`config.mk`:
```
export PLATFORM = sky130hd
export DESIGN_NAME = jtag_master
export DESIGN_NICKNAME = d
export VERILOG_FILES = /design/src/rtl/jtag_pkg.sv /design/src/rtl/jtag_tap_next.sv /design/src/rtl/jtag_master.sv
export SDC_FILE = /design/constraint.sdc
export NUM_CORES = 1
export LEC_CHECK = 0
export ABC_AREA = 1
export CAP_MARGIN = 20
export CORE_MARGIN = 8
export CORE_UTILIZATION = 50
export DETAILED_ROUTE_END_ITERATION = 12
export PLACE_DENSITY = 0.76
export SLEW_MARGIN = 40
export SYNTH_ARGS = -nofsm -noshare
export SYNTH_HDL_FRONTEND = slang
export SYNTH_HIERARCHICAL = 1
export SYNTH_SLANG_ARGS = --single-unit
export TNS_END_PERCENT = 20
```
`constraint.sdc`:
```
create_clock -name TCK -period 4 [get_ports TCK]
set_input_delay 0.8 -clock TCK [delete_from_list [all_inputs] [get_ports TCK]]
set_output_delay 0.8 -clock TCK [all_outputs]
set_load 0.005 [all_outputs]
```
`src/rtl/jtag_pkg.sv`:
```
// Shared types and constants for the JTAG master.
// tap_state_t : 4-bit TAP state in the standard encoding (0 = Test_Logic_Reset).
// cmd_op_t    : command opcodes accepted on the command port.
// seq_state_t : sequencer states of jtag_master.
// *_PRE_TMS   : TMS bits leading from Run_Test_Idle into Shift, sent LSB first.
package jtag_pkg;

  typedef enum logic [3:0] {
    TLR       = 4'd0,
    RTI       = 4'd1,
    SEL_DR    = 4'd2,
    CAP_DR    = 4'd3,
    SHIFT_DR  = 4'd4,
    EXIT1_DR  = 4'd5,
    PAUSE_DR  = 4'd6,
    EXIT2_DR  = 4'd7,
    UPDATE_DR = 4'd8,
    SEL_IR    = 4'd9,
    CAP_IR    = 4'd10,
    SHIFT_IR  = 4'd11,
    EXIT1_IR  = 4'd12,
    PAUSE_IR  = 4'd13,
    EXIT2_IR  = 4'd14,
    UPDATE_IR = 4'd15
  } tap_state_t;

  typedef enum logic [1:0] {
    OP_RESET   = 2'd0,
    OP_IDLE    = 2'd1,
    OP_IR_SCAN = 2'd2,
    OP_DR_SCAN = 2'd3
  } cmd_op_t;

  typedef enum logic [2:0] {
    S_IDLE,
    S_RST_SEQ,
    S_PARK,
    S_PRE,
    S_SHIFT,
    S_POST
  } seq_state_t;

  localparam int unsigned RESET_TMS_CYCLES = 5;
  // Widest pre-shift TMS pattern: IR prefix plus the extra TLR->RTI step.
  localparam int unsigned PRE_W            = 5;
  localparam logic [2:0]  DR_PRE_TMS       = 3'b001;
  localparam logic [3:0]  IR_PRE_TMS       = 4'b0011;

endpackage

```
`src/rtl/jtag_tap_next.sv`:
```
// Standard 16-state TAP controller next-state function (purely combinational).
// Ports:
//   state      - current TAP state
//   tms        - TMS value sampled at the coming TCK rising edge
//   next_state - TAP state after that edge
module jtag_tap_next
  import jtag_pkg::*;
(
  input  tap_state_t state,
  input  logic       tms,
  output tap_state_t next_state
);

  always_comb begin
    next_state = TLR;
    case (state)
      TLR:       next_state = tms ? TLR       : RTI;
      RTI:       next_state = tms ? SEL_DR    : RTI;
      SEL_DR:    next_state = tms ? SEL_IR    : CAP_DR;
      CAP_DR:    next_state = tms ? EXIT1_DR  : SHIFT_DR;
      SHIFT_DR:  next_state = tms ? EXIT1_DR  : SHIFT_DR;
      EXIT1_DR:  next_state = tms ? UPDATE_DR : PAUSE_DR;
      PAUSE_DR:  next_state = tms ? EXIT2_DR  : PAUSE_DR;
      EXIT2_DR:  next_state = tms ? UPDATE_DR : SHIFT_DR;
      UPDATE_DR: next_state = tms ? SEL_DR    : RTI;
      SEL_IR:    next_state = tms ? TLR       : CAP_IR;
      CAP_IR:    next_state = tms ? EXIT1_IR  : SHIFT_IR;
      SHIFT_IR:  next_state = tms ? EXIT1_IR  : SHIFT_IR;
      EXIT1_IR:  next_state = tms ? UPDATE_IR : PAUSE_IR;
      PAUSE_IR:  next_state = tms ? EXIT2_IR  : PAUSE_IR;
      EXIT2_IR:  next_state = tms ? UPDATE_IR : SHIFT_IR;
      UPDATE_IR: next_state = tms ? SEL_DR    : RTI;
      default:   next_state = TLR;
    endcase
  end

endmodule

```
`src/rtl/jtag_master.sv`:
```
// JTAG initiator: turns RESET / IDLE / IR_SCAN / DR_SCAN commands into TMS/TDI
// sequences and keeps a mirror of the target TAP state.
// Ports:
//   TCK, TRST            - clock, synchronous active-high reset
//   cmd_valid/cmd_ready  - command handshake; cmd_op, cmd_len, cmd_data latched at accept
//   rsp_valid, rsp_data  - one-cycle pulse at the end of each scan, captured TDO bits
//   TMS, TDI, TDO        - JTAG pins (TMS/TDI registered)
//   state_obs            - mirrored TAP state
// Build option: define JTAG_MASTER_TDO_CAPTURE_EN to build the TDO capture
// register; without it rsp_data is tied to 0 and TDO is ignored.
module jtag_master
  import jtag_pkg::*;
#(
  parameter int unsigned DATA_W = 32,
  parameter int unsigned LEN_W  = 6
) (
  input  logic              TCK,
  input  logic              TRST,
  input  logic              cmd_valid,
  output logic              cmd_ready,
  input  logic [1:0]        cmd_op,
  input  logic [LEN_W-1:0]  cmd_len,
  input  logic [DATA_W-1:0] cmd_data,
  output logic              rsp_valid,
  output logic [DATA_W-1:0] rsp_data,
  output logic              TMS,
  output logic              TDI,
  input  logic              TDO,
  output logic [3:0]        state_obs
);

  localparam int unsigned CNT_W = LEN_W + 1;

  seq_state_t        seq_q;
  tap_state_t        tap_q, tap_nxt;
  logic [CNT_W-1:0]  cnt_q;
  logic [PRE_W-1:0]  pre_q, pre_bits;
  logic [2:0]        pre_n;
  logic [LEN_W-1:0]  len_q, len_clamp;
  logic [DATA_W-1:0] data_q;
  logic              tms_q, tdi_q, ready_q, rsp_valid_q;
  logic              accept, at_tlr, len_zero, scan_done;
  logic [CNT_W-1:0]  idle_cycles;

  jtag_tap_next u_tap_next (
    .state      (tap_q),
    .tms        (tms_q),
    .next_state (tap_nxt)
  );

  assign accept      = cmd_valid && ready_q;
  assign at_tlr      = (tap_q == TLR);
  assign len_clamp   = (cmd_len > LEN_W'(DATA_W)) ? LEN_W'(DATA_W) : cmd_len;
  assign len_zero    = (len_clamp == '0);
  assign idle_cycles = CNT_W'(len_clamp) + CNT_W'(at_tlr);
  assign scan_done   = (seq_q == S_POST) && (cnt_q == '0);

  // TMS prefix for a scan; a zero-length scan turns the final Capture->Shift
  // step into Capture->Exit1, and a TLR start prepends one TMS=0 step.
  always_comb begin
    pre_bits = '0;
    pre_n    = 3'd0;
    if (cmd_op_t'(cmd_op) == OP_IR_SCAN) begin
      pre_bits = PRE_W'(IR_PRE_TMS | {len_zero, 3'b000});
      pre_n    = 3'd4;
    end else begin
      pre_bits = PRE_W'(DR_PRE_TMS | {len_zero, 2'b00});
      pre_n    = 3'd3;
    end
    if (at_tlr) begin
      pre_bits = {pre_bits[PRE_W-2:0], 1'b0};
      pre_n    = pre_n + 3'd1;
    end
  end

  // Sequencer and mirror; TMS/TDI hold the value driven during the next cycle.
  always_ff @(posedge TCK) begin
    if (TRST) begin
      seq_q       <= S_IDLE;
      tap_q       <= TLR;
      cnt_q       <= '0;
      pre_q       <= '0;
      len_q       <= '0;
      data_q      <= '0;
      tms_q       <= 1'b1;
      tdi_q       <= 1'b0;
      ready_q     <= 1'b0;
      rsp_valid_q <= 1'b0;
    end else begin
      tap_q       <= tap_nxt;
      tdi_q       <= 1'b0;
      rsp_valid_q <= 1'b0;
      case (seq_q)
        S_IDLE: begin
          ready_q <= 1'b1;
          if (accept) begin
            len_q  <= len_clamp;
            data_q <= cmd_data;
            case (cmd_op_t'(cmd_op))
              OP_RESET: begin
                tms_q   <= 1'b1;
                cnt_q   <= CNT_W'(RESET_TMS_CYCLES - 1);
                seq_q   <= S_RST_SEQ;
                ready_q <= 1'b0;
              end
              OP_IDLE: begin
                // Zero cycles from RTI is a no-op: stay ready.
                if (idle_cycles != '0) begin
                  tms_q   <= 1'b0;
                  cnt_q   <= idle_cycles - CNT_W'(1);
                  seq_q   <= S_PARK;
                  ready_q <= 1'b0;
                end
              end
              default: begin
                tms_q   <= pre_bits[0];
                pre_q   <= pre_bits >> 1;
                cnt_q   <= CNT_W'(pre_n) - CNT_W'(1);
                seq_q   <= S_PRE;
                ready_q <= 1'b0;
              end
            endcase
          end
        end
        S_RST_SEQ: begin
          tms_q <= 1'b1;
          if (cnt_q == '0) begin
            seq_q   <= S_IDLE;
            ready_q <= 1'b1;
          end else begin
            cnt_q <= cnt_q - CNT_W'(1);
          end
        end
        S_PARK: begin
          tms_q <= 1'b0;
          if (cnt_q == '0) begin
            seq_q   <= S_IDLE;
            ready_q <= 1'b1;
          end else begin
            cnt_q <= cnt_q - CNT_W'(1);
          end
        end
        S_PRE: begin
          if (cnt_q != '0) begin
            tms_q <= pre_q[0];
            pre_q <= pre_q >> 1;
            cnt_q <= cnt_q - CNT_W'(1);
          end else if (len_q == '0) begin
            // Already in Exit1: go to Update.
            tms_q <= 1'b1;
            cnt_q <= CNT_W'(1);
            seq_q <= S_POST;
          end else begin
            tms_q  <= (len_q == LEN_W'(1));
            tdi_q  <= data_q[0];
            data_q <= data_q >> 1;
            cnt_q  <= CNT_W'(len_q) - CNT_W'(1);
            seq_q  <= S_SHIFT;
          end
        end
        S_SHIFT: begin
          // cnt_q counts bits still to be driven after the current one.
          if (cnt_q == '0) begin
            tms_q <= 1'b1;
            cnt_q <= CNT_W'(1);
            seq_q <= S_POST;
          end else begin
            tms_q  <= (cnt_q == CNT_W'(1));
            tdi_q  <= data_q[0];
            data_q <= data_q >> 1;
            cnt_q  <= cnt_q - CNT_W'(1);
          end
        end
        S_POST: begin
          tms_q <= 1'b0;
          if (cnt_q != '0) begin
            cnt_q <= '0;
          end else begin
            seq_q       <= S_IDLE;
            ready_q     <= 1'b1;
            rsp_valid_q <= 1'b1;
          end
        end
        default: begin
          seq_q <= S_IDLE;
        end
      endcase
    end
  end

`ifdef JTAG_MASTER_TDO_CAPTURE_EN
  logic [DATA_W-1:0] cap_q, rsp_data_q;

  // TDO enters at the MSB each shift edge; right-align by the scan length at the end.
  always_ff @(posedge TCK) begin
    if (TRST) begin
      cap_q      <= '0;
      rsp_data_q <= '0;
    end else begin
      if (accept) begin
        cap_q <= '0;
      end else if (seq_q == S_SHIFT) begin
        cap_q <= {TDO, cap_q[DATA_W-1:1]};
      end
      if (scan_done) begin
        rsp_data_q <= cap_q >> (CNT_W'(DATA_W) - CNT_W'(len_q));
      end
    end
  end

  assign rsp_data = rsp_data_q;
`else
  logic unused_tdo;
  logic unused_scan_done;
  assign unused_tdo       = TDO;
  assign unused_scan_done = scan_done;
  assign rsp_data         = '0;
`endif

  assign cmd_ready = ready_q;
  assign rsp_valid = rsp_valid_q;
  assign TMS       = tms_q;
  assign TDI       = tdi_q;
  assign state_obs = tap_q;

endmodule

```
==> results of run 1 <==
stage by stage:
stage | instance area (µm²) | hold slack, ns | setup slack (ns) | power (µW) | utilization
after global placement | 4340 | 0.460 | 0.433 | 2510 | 0.567
after global routing | 4590 | 0.506 | 0.385 | 3550 | 0.600
after CTS | 4590 | 0.470 | 0.708 | 3240 | 0.600
after detailed placement | 4340 | 0.460 | 0.357 | 2550 | 0.567
after floorplan | 4030 | 0.438 | 1.26 | 2250 | -
final | 4590 | 0.469 | 0.672 | 3240 | 0.600
area by class of cell:
class                   instances  share of cell area
multi-input cells             453               0.494
flip-flops and latches         60               0.262
repair buffers                 54               0.116
inverters                      56              0.0466
clock buffers                  10              0.0300
well taps                     102              0.0278
clock inverters                 6              0.0243
metal layers:
| layer | up-vias | part of all wire | routed length, µm | GRT usage |
|---|---|---|---|---|
| met4 | 0 | 0.010 | 96 | 0.0610 |
| met5 | - | 0 | 0 | 0 |
| li1 | 1973 | - | - | - |
| met3 | 8 | 0.059 | 553 | 0.0477 |
| met2 | 110 | 0.48 | 4430 | 0.289 |
| met1 | 1719 | 0.45 | 4230 | 0.216 |
worst max-delay path: stages:
cell and delay, ns:
sky130_fd_sc_hd__clkdlybuf4s50_1 0.51, sky130_fd_sc_hd__nor2_1 0.17, sky130_fd_sc_hd__nand3_2 0.14, sky130_fd_sc_hd__nand2_2 0.14
sky130_fd_sc_hd__nand2_1 0.08, sky130_fd_sc_hd__inv_1 0.06, sky130_fd_sc_hd__ha_1 0.16, sky130_fd_sc_hd__ha_1 0.22
sky130_fd_sc_hd__nand4_1 0.13, sky130_fd_sc_hd__xor2_1 0.26, sky130_fd_sc_hd__nand3_1 0.17, sky130_fd_sc_hd__nor2_4 0.15
sky130_fd_sc_hd__nand3_4 0.20, sky130_fd_sc_hd__nand2_2 0.17, sky130_fd_sc_hd__nand2_1 0.06, sky130_fd_sc_hd__nand2_1 0.06
sky130_fd_sc_hd__nor2_1 0.05
path summary, 6_finish.rpt:
path | startpoint | to | slack, ns | cells after the start
worst max-delay path | cmd_len[2] | cnt_q[5] | 0.67 | 17
worst min-delay path | data_q[31] | data_q[31] | 0.47 | 2
worst max register to register | seq_q[2] | data_q[0] | 1.02 | 9
worst min register to register | data_q[31] | data_q[31] | 0.47 | 2
logic make-up (layout without fill, tap and decap cells):
group	after synthesis	after routing
buf+inv	107	126
other cells	1	32
xor+xnor	10	10
fa+ha+maj	12	12
flops	60	60
simple gates	276	276
compound gates	123	123
registers in the layout (all words and copies together) (netlist names):
register and cells:
TMS 1, cnt_q 7, state_obs 4, cmd_ready 1, seq_q 3, data_q 32, TDI 1, len_q 6
pre_q 4, rsp_valid 1
report_power, final:
group / internal [µW] / switching [µW]
logic: 574 / 949
clock network: 431 / 251
registers: 853 / 182
total: 1860 / 1380
cells in the final DEF (no fill, tap or decap), types with 6 or more instances in the layout:
cell / n
sky130_fd_sc_hd__inv_1: 41
sky130_fd_sc_hd__clkdlybuf4s50_1: 50
sky130_fd_sc_hd__inv_2: 12
sky130_fd_sc_hd__a21oi_1: 26
sky130_fd_sc_hd__nand3_1: 38
sky130_fd_sc_hd__nand2_2: 6
sky130_fd_sc_hd__xor2_1: 9
sky130_fd_sc_hd__dfxtp_1: 60
sky130_fd_sc_hd__o21ai_0: 20
sky130_fd_sc_hd__clkbuf_8: 10
sky130_fd_sc_hd__ha_1: 12
sky130_fd_sc_hd__nand4_1: 6
sky130_fd_sc_hd__nand2_1: 149
sky130_fd_sc_hd__nor2_2: 6
sky130_fd_sc_hd__a31oi_1: 31
sky130_fd_sc_hd__conb_1: 32
sky130_fd_sc_hd__nor2_1: 57
sky130_fd_sc_hd__o21ai_1: 29
==> PnR_summary.wiki, run 1 <==
{| class="wikitable"
! Metric !! Value
|-
| Top-count cell post-synth || sky130_fd_sc_hd__nand2_1
|-
| FF+latch area || around 1200 µm²
|-
| Critical Path Start Type || input port
|-
| Worst clock skew || approximately 0.013 ns
|-
| Setup violators final || 0
|-
| Mapped cell area || just under 4000 µm²
|-
| Die ar. || about 11000 µm²
|-
| Portion of synthesized cell area occupied by the leading cell type || 0.307
|-
| P_leak || 0.00205 µW
|-
| Deepest level of the CTS H-tree || 3
|-
| Pre-antenna DRT Iters || 6
|-
| Post-synth EDFFs || 0
|-
| Largest fanout on the critical path || 16
|-
| First-pass GRT wire length || 16400 µm
|-
| Parity-gate share of the synthesized area counting xor and xnor cells || 0.0224
|-
| Final count of hold timing violations || 0
|-
| Fillers || 731
|-
| Buffer cell driving the clock tree root || sky130_fd_sc_hd__clkbuf_8
|-
| Final Critical Period || 3.33 ns
|-
| Number of maximum-capacitance constraint violations || 0
|-
| Height of the die || 104 µm
|-
| Detail-routed net length per standard cell || around 13 µm
|-
| Post-CTS setup buffer count || 0
|-
| Largest net degree at the start of global routing || 64
|-
| TritonCTS Buffers || 9
|-
| Net count reported at finish || 690
|-
| Final weighted congestion in routability-driven placement || 0.864
|-
| Post-detailed-placement half-perimeter wirelength || 6990 µm
|-
| Total global-route track usage || 0.176
|-
| Clock-pin slew reported for the worst setup and hold paths after clock tree synthesis || 0.07 ns
|-
| Synth Area in Compound Gates || 0.179
|-
| WP data required || ~4.2 ns
|-
| Total placed cells including tap cells || slightly above 700
|-
| Worst slew pin tran || 0.785 ns
|-
| Primary FF master, synth || sky130_fd_sc_hd__dfxtp_1
|-
| Cell type with the highest aggregate area in the netlist || sky130_fd_sc_hd__dfxtp_1
|-
| Crit Path Class || input port to flop
|-
| Main combinational cell family by area after synthesis || simple AND/OR/NAND/NOR gates
|-
| Count of pins on the block boundary || 84
|-
| Average via count per standard cell || just over 5
|-
| Fraction of synthesis flops using an asynchronous set or reset pin || 0
|-
| Placement Rows || 32
|-
| Number of clock sinks seen by CTS || 60
|-
| Die Width || 104 µm
|-
| Number of buffers on the longest clock path || 2
|-
| Worst max-slew margin expressed relative to the limit || 0.476
|-
| Number of distinct standard cells referenced by the synthesized netlist || 38
|-
| Basic-gate share of the synthesized area counting and, or, nand and nor cells || 0.308
|-
| Capturing element type of the critical path || flop
|-
| RSZ-0062 raised after global routing || false
|-
| Part of the Yosys area used for sequential elements || 0.307
|-
| Remaining antenna violation count || 0
|-
| Final standard cell count with taps included and fillers excluded || 741
|-
| Leading cell types by count after synthesis || 149 x sky130_fd_sc_hd__nand2_1, 60 x sky130_fd_sc_hd__dfxtp_1, 57 x sky130_fd_sc_hd__nor2_1, 42 x sky130_fd_sc_hd__inv_1, 38 x sky130_fd_sc_hd__nand3_1
|-
| DRC viols || 0
|-
| Share of synthesized area spent on multiplexers || 0
|-
| Vias after detailed routing || approximately 3800
|-
| Data arrival, critical path || 3.55 ns
|-
| Clk Latency, worst-skew pair || 0.34 ns
|-
| Top cells by area, synth || sky130_fd_sc_hd__dfxtp_1 31%, sky130_fd_sc_hd__nand2_1 14%, sky130_fd_sc_hd__buf_4 6.3%, sky130_fd_sc_hd__nor2_1 5.5%, sky130_fd_sc_hd__a31oi_1 5.0%
|-
| Status || complete, no violations
|-
| Synthesis warning total || 6
|-
| Number of antenna diodes || 0
|-
| Initial core utilization || 0.512
|-
| Antenna violations before repair || 0
|-
| Leftover overflow at the end of global routing || 0
|-
| Number of global-route vias before repair || 3672
|-
| Core Area || 7650 µm²
|-
| Hold-fix buffer count after cts || 0
|-
| DRT Wirelength || 9310 µm
|-
| Post-cts sizing count || 0
|-
| Post-synthesis register bit count || 60
|-
| Count of buffers from port buffering || 50
|-
| Total power per unit cell area || between 700 and 800 nW/µm²
|-
| Area occupied by multi-input gates || 2270 µm²
|-
| Adder-Cell Fraction of Synth Area || 0.0384
|-
| Mapped Avg Cell Area || 6.64 µm²
|-
| Gate count of the mapped netlist || approximately 590
|-
| Total Neg Setup Slack || 0 ns
|-
| Highest attainable clock frequency || approximately 300 MHz
|-
| Class of the worst hold path || flop to flop
|-
| Tcrit/Tclk final || 0.832
|-
| P&R area growth vs syn || 17.3%
|-
| Final Max Tran Viols || 0
|-
| DR iter-0 viols || 305
|-
| TritonCTS clock tree || done
|-
| Maximum vdd ir drop || ~380 µV
|-
| Share of cells above drive strength 1 || 0.0923
|}
No activity file was read; power rests on OpenSTA's default activity.
==> run 2, diff against run 1 <==
--- a/config.mk
+++ b/config.mk
@@ -8,9 +8,9 @@
 export ABC_AREA = 1
 export CAP_MARGIN = 20
 export CORE_MARGIN = 8
-export CORE_UTILIZATION = 50
+export CORE_UTILIZATION = 47
 export DETAILED_ROUTE_END_ITERATION = 12
-export PLACE_DENSITY = 0.76
+export PLACE_DENSITY = 0.75
 export SLEW_MARGIN = 40
 export SYNTH_ARGS = -nofsm -noshare
 export SYNTH_HDL_FRONTEND = slang
==> constraint.sdc (replaced) <==
create_clock -name TCK -period 2.8 [get_ports TCK]
set_input_delay 0.56 -clock TCK [delete_from_list [all_inputs] [get_ports TCK]]
set_output_delay 0.56 -clock TCK [all_outputs]
set_load 0.005 [all_outputs]
==> PnR_summary.wiki, run 2 (synthesis results as in run 1) <==
{| class="wikitable"
! Metric !! Value
|-
| Status || complete, no violations
|-
| Final Cell Area || 4740 µm²
|-
| Capturing element type of the critical path || flop
|-
| Number of antenna diodes || 0
|-
| Placed cell areas || about 4500 µm²
|-
| Maximum vdd ir drop || approximately 490 µV
|-
| Remaining antenna violation count || 0
|-
| DRC viols || 0
|-
| FF-to-FF path depth || 13
|-
| Most common library cell in the layout ignoring fill and taps || sky130_fd_sc_hd__nand2_1
|-
| Total placed cells including tap cells || 753
|-
| Largest registers || data_q (32), cnt_q (7), len_q (6)
|-
| Detail-routed net length per standard cell || 12.7 µm
|-
| Final Max Tran Viols || 0
|-
| DR iter-0 viols || 293
|-
| Crit Path Class || input port to flop
|-
| Final weighted congestion in routability-driven placement || 0.873
|-
| Clock-pin slew reported for the worst setup and hold paths after clock tree synthesis || around 0.070 ns
|-
| Deepest level of the CTS H-tree || 3
|-
| Height of the die || ~110 µm
|-
| First-pass GRT wire length || between 15000 and 20000 µm
|-
| Capturing point of the worst reg2reg path || cnt_q[3]
|-
| Leftover overflow at the end of global routing || 0
|-
| Post-detailed-placement half-perimeter wirelength || 7500 µm
|-
| R2r setup slk || 0.30 ns
|-
| Fillers || 741
|-
| Post-cts sizing count || 0
|-
| Min Hold Slack || 0.477 ns
|-
| Post-CTS setup buffer count || 0
|-
| Core Util, Final || 0.583
|-
| Number of global-route vias before repair || 3740
|-
| Die Width || 107 µm
|-
| Net count reported at finish || 715
|-
| Antenna violations before repair || 0
|-
| Critical Path Start Type || input port
|-
| Worst flop-to-flop path startpoint || state_obs[1]
|-
| Hold-fix buffer count after cts || 0
|-
| Share of cells above drive strength 1 || 0.136
|-
| Final count of hold timing violations || 0
|-
| Count of buffers from port buffering || 50
|-
| Worst setup slack after layout || 0.151 ns
|-
| Register name with the most flops || data_q
|-
| Worst min-delay path startpoint || data_q[31]
|-
| Number of buffers on the longest clock path || 2
|-
| Number of maximum-capacitance constraint violations || 0
|-
| Die ar. || about 12000 µm²
|-
| Tcrit/Tclk final || 0.946
|-
| End point of the most critical hold path || data_q[31]
|-
| Core Area || around 8100 µm²
|-
| Count of pins on the block boundary || 84
|-
| Worst clock skew || about 0.010 ns
|-
| FF+latch area || 1200 µm²
|-
| TritonCTS clock tree || done
|-
| Highest attainable clock frequency || 378 MHz
|-
| Average via count per standard cell || 5.16
|-
| Class of the worst hold path || flop to flop
|-
| Worst slack at placement || -0.187 ns
|-
| Worst max-slew margin expressed relative to the limit || 0.638
|-
| Data arrival, critical path || 2.94 ns
|-
| Max FFs per register || 32
|-
| Clk Latency, worst-skew pair || 0.35 ns
|-
| Top library cells by usage in the layout, fill and taps aside || 149 x sky130_fd_sc_hd__nand2_1, 60 x sky130_fd_sc_hd__dfxtp_1, 55 x sky130_fd_sc_hd__nor2_1
|-
| Hold Crit Depth || 2
|-
| P&R area growth vs syn || 21.2%
|-
| DRT Wirelength || 9800 µm
|-
| Vias after detailed routing || between 3000 and 4000
|-
| Worst slew pin tran || 0.541 ns
|-
| TritonCTS Buffers || 9
|-
| Total global-route track usage || 0.170
|-
| WP data required || 3.09 ns
|-
| Largest net degree at the start of global routing || 34
|-
| Final Critical Period || 2.65 ns
|-
| Number of clock sinks seen by CTS || 60
|-
| Initial core utilization || 0.481
|-
| Pre-antenna DRT Iters || 6
|-
| P_leak || around 0.0022 µW
|-
| Placement Rows || 33
|-
| RSZ-0062 raised after global routing || false
|-
| Largest fanout on the critical path || 4
|-
| Area occupied by multi-input gates || 2280 µm²
|-
| Total power per unit cell area || 957 nW/µm²
|-
| Final standard cell count with taps included and fillers excluded || 769
|-
| Buffer cell driving the clock tree root || sky130_fd_sc_hd__clkbuf_8
|-
| Setup violators final || 0
|}
run 2: stage by stage:
step / TNS [ns] / total power [µW]
after floorplan: 0 / 3220
after global placement: -0.780 / 3700
after detailed placement: -1.74 / 3790
after CTS: 0 / 4510
after global routing: 0 / 4950
final: 0 / 4540
run 2: critical path: stages:
cell	delay, ns
sky130_fd_sc_hd__clkdlybuf4s50_1	0.42
sky130_fd_sc_hd__nor2_1	0.13
sky130_fd_sc_hd__nand3_2	0.09
sky130_fd_sc_hd__buf_4	0.16
sky130_fd_sc_hd__a21oi_1	0.19
sky130_fd_sc_hd__ha_2	0.22
sky130_fd_sc_hd__nand4_1	0.11
sky130_fd_sc_hd__xor2_1	0.21
sky130_fd_sc_hd__nand3_1	0.15
sky130_fd_sc_hd__nor2_4	0.17
sky130_fd_sc_hd__nand3_4	0.11
sky130_fd_sc_hd__buf_4	0.17
sky130_fd_sc_hd__nand3_1	0.07
sky130_fd_sc_hd__nand2_1	0.06
sky130_fd_sc_hd__nor2_1	0.11
run 2: power by group:
group	switching, µW	internal (µW)
clock network	372	343
logic	1420	929
registers	259	1220
run 2: routing by layer:
metal | GRT usage | part of all wire | routed length, µm | up-vias
met4 | 0.0663 | 0.016 | 153 | 0
li1 | - | - | - | 2019
met3 | 0.0378 | 0.064 | 623 | 15
met1 | 0.200 | 0.44 | 4320 | 1800
met2 | 0.293 | 0.48 | 4700 | 134
met5 | 0 | 0 | 0 | -
run 2: worst max path at each step:
stage                     cells after the start        to       start  slack, ns
final                                        15  cnt_q[3]  cmd_len[1]       0.15
after global placement                       16  cnt_q[2]  cmd_len[3]      -0.09
after floorplan                              15  seq_q[1]  cmd_len[2]       0.30
after detailed placement                     14  cnt_q[0]  cmd_len[2]      -0.19
after CTS                                    14  cnt_q[3]  cmd_len[2]       0.18
after global routing                         17  cnt_q[3]  cmd_len[1]      0.001
run 2: cell type report:
cell class | count | area share
Tap cell | 105 | 0.0277
Clock inverter | 6 | 0.00844
Clock buffer | 10 | 0.0290
Sequential cell | 60 | 0.253
Multi-Input combinational cell | 453 | 0.482
Inverter | 56 | 0.0449
Timing Repair Buffer | 79 | 0.155
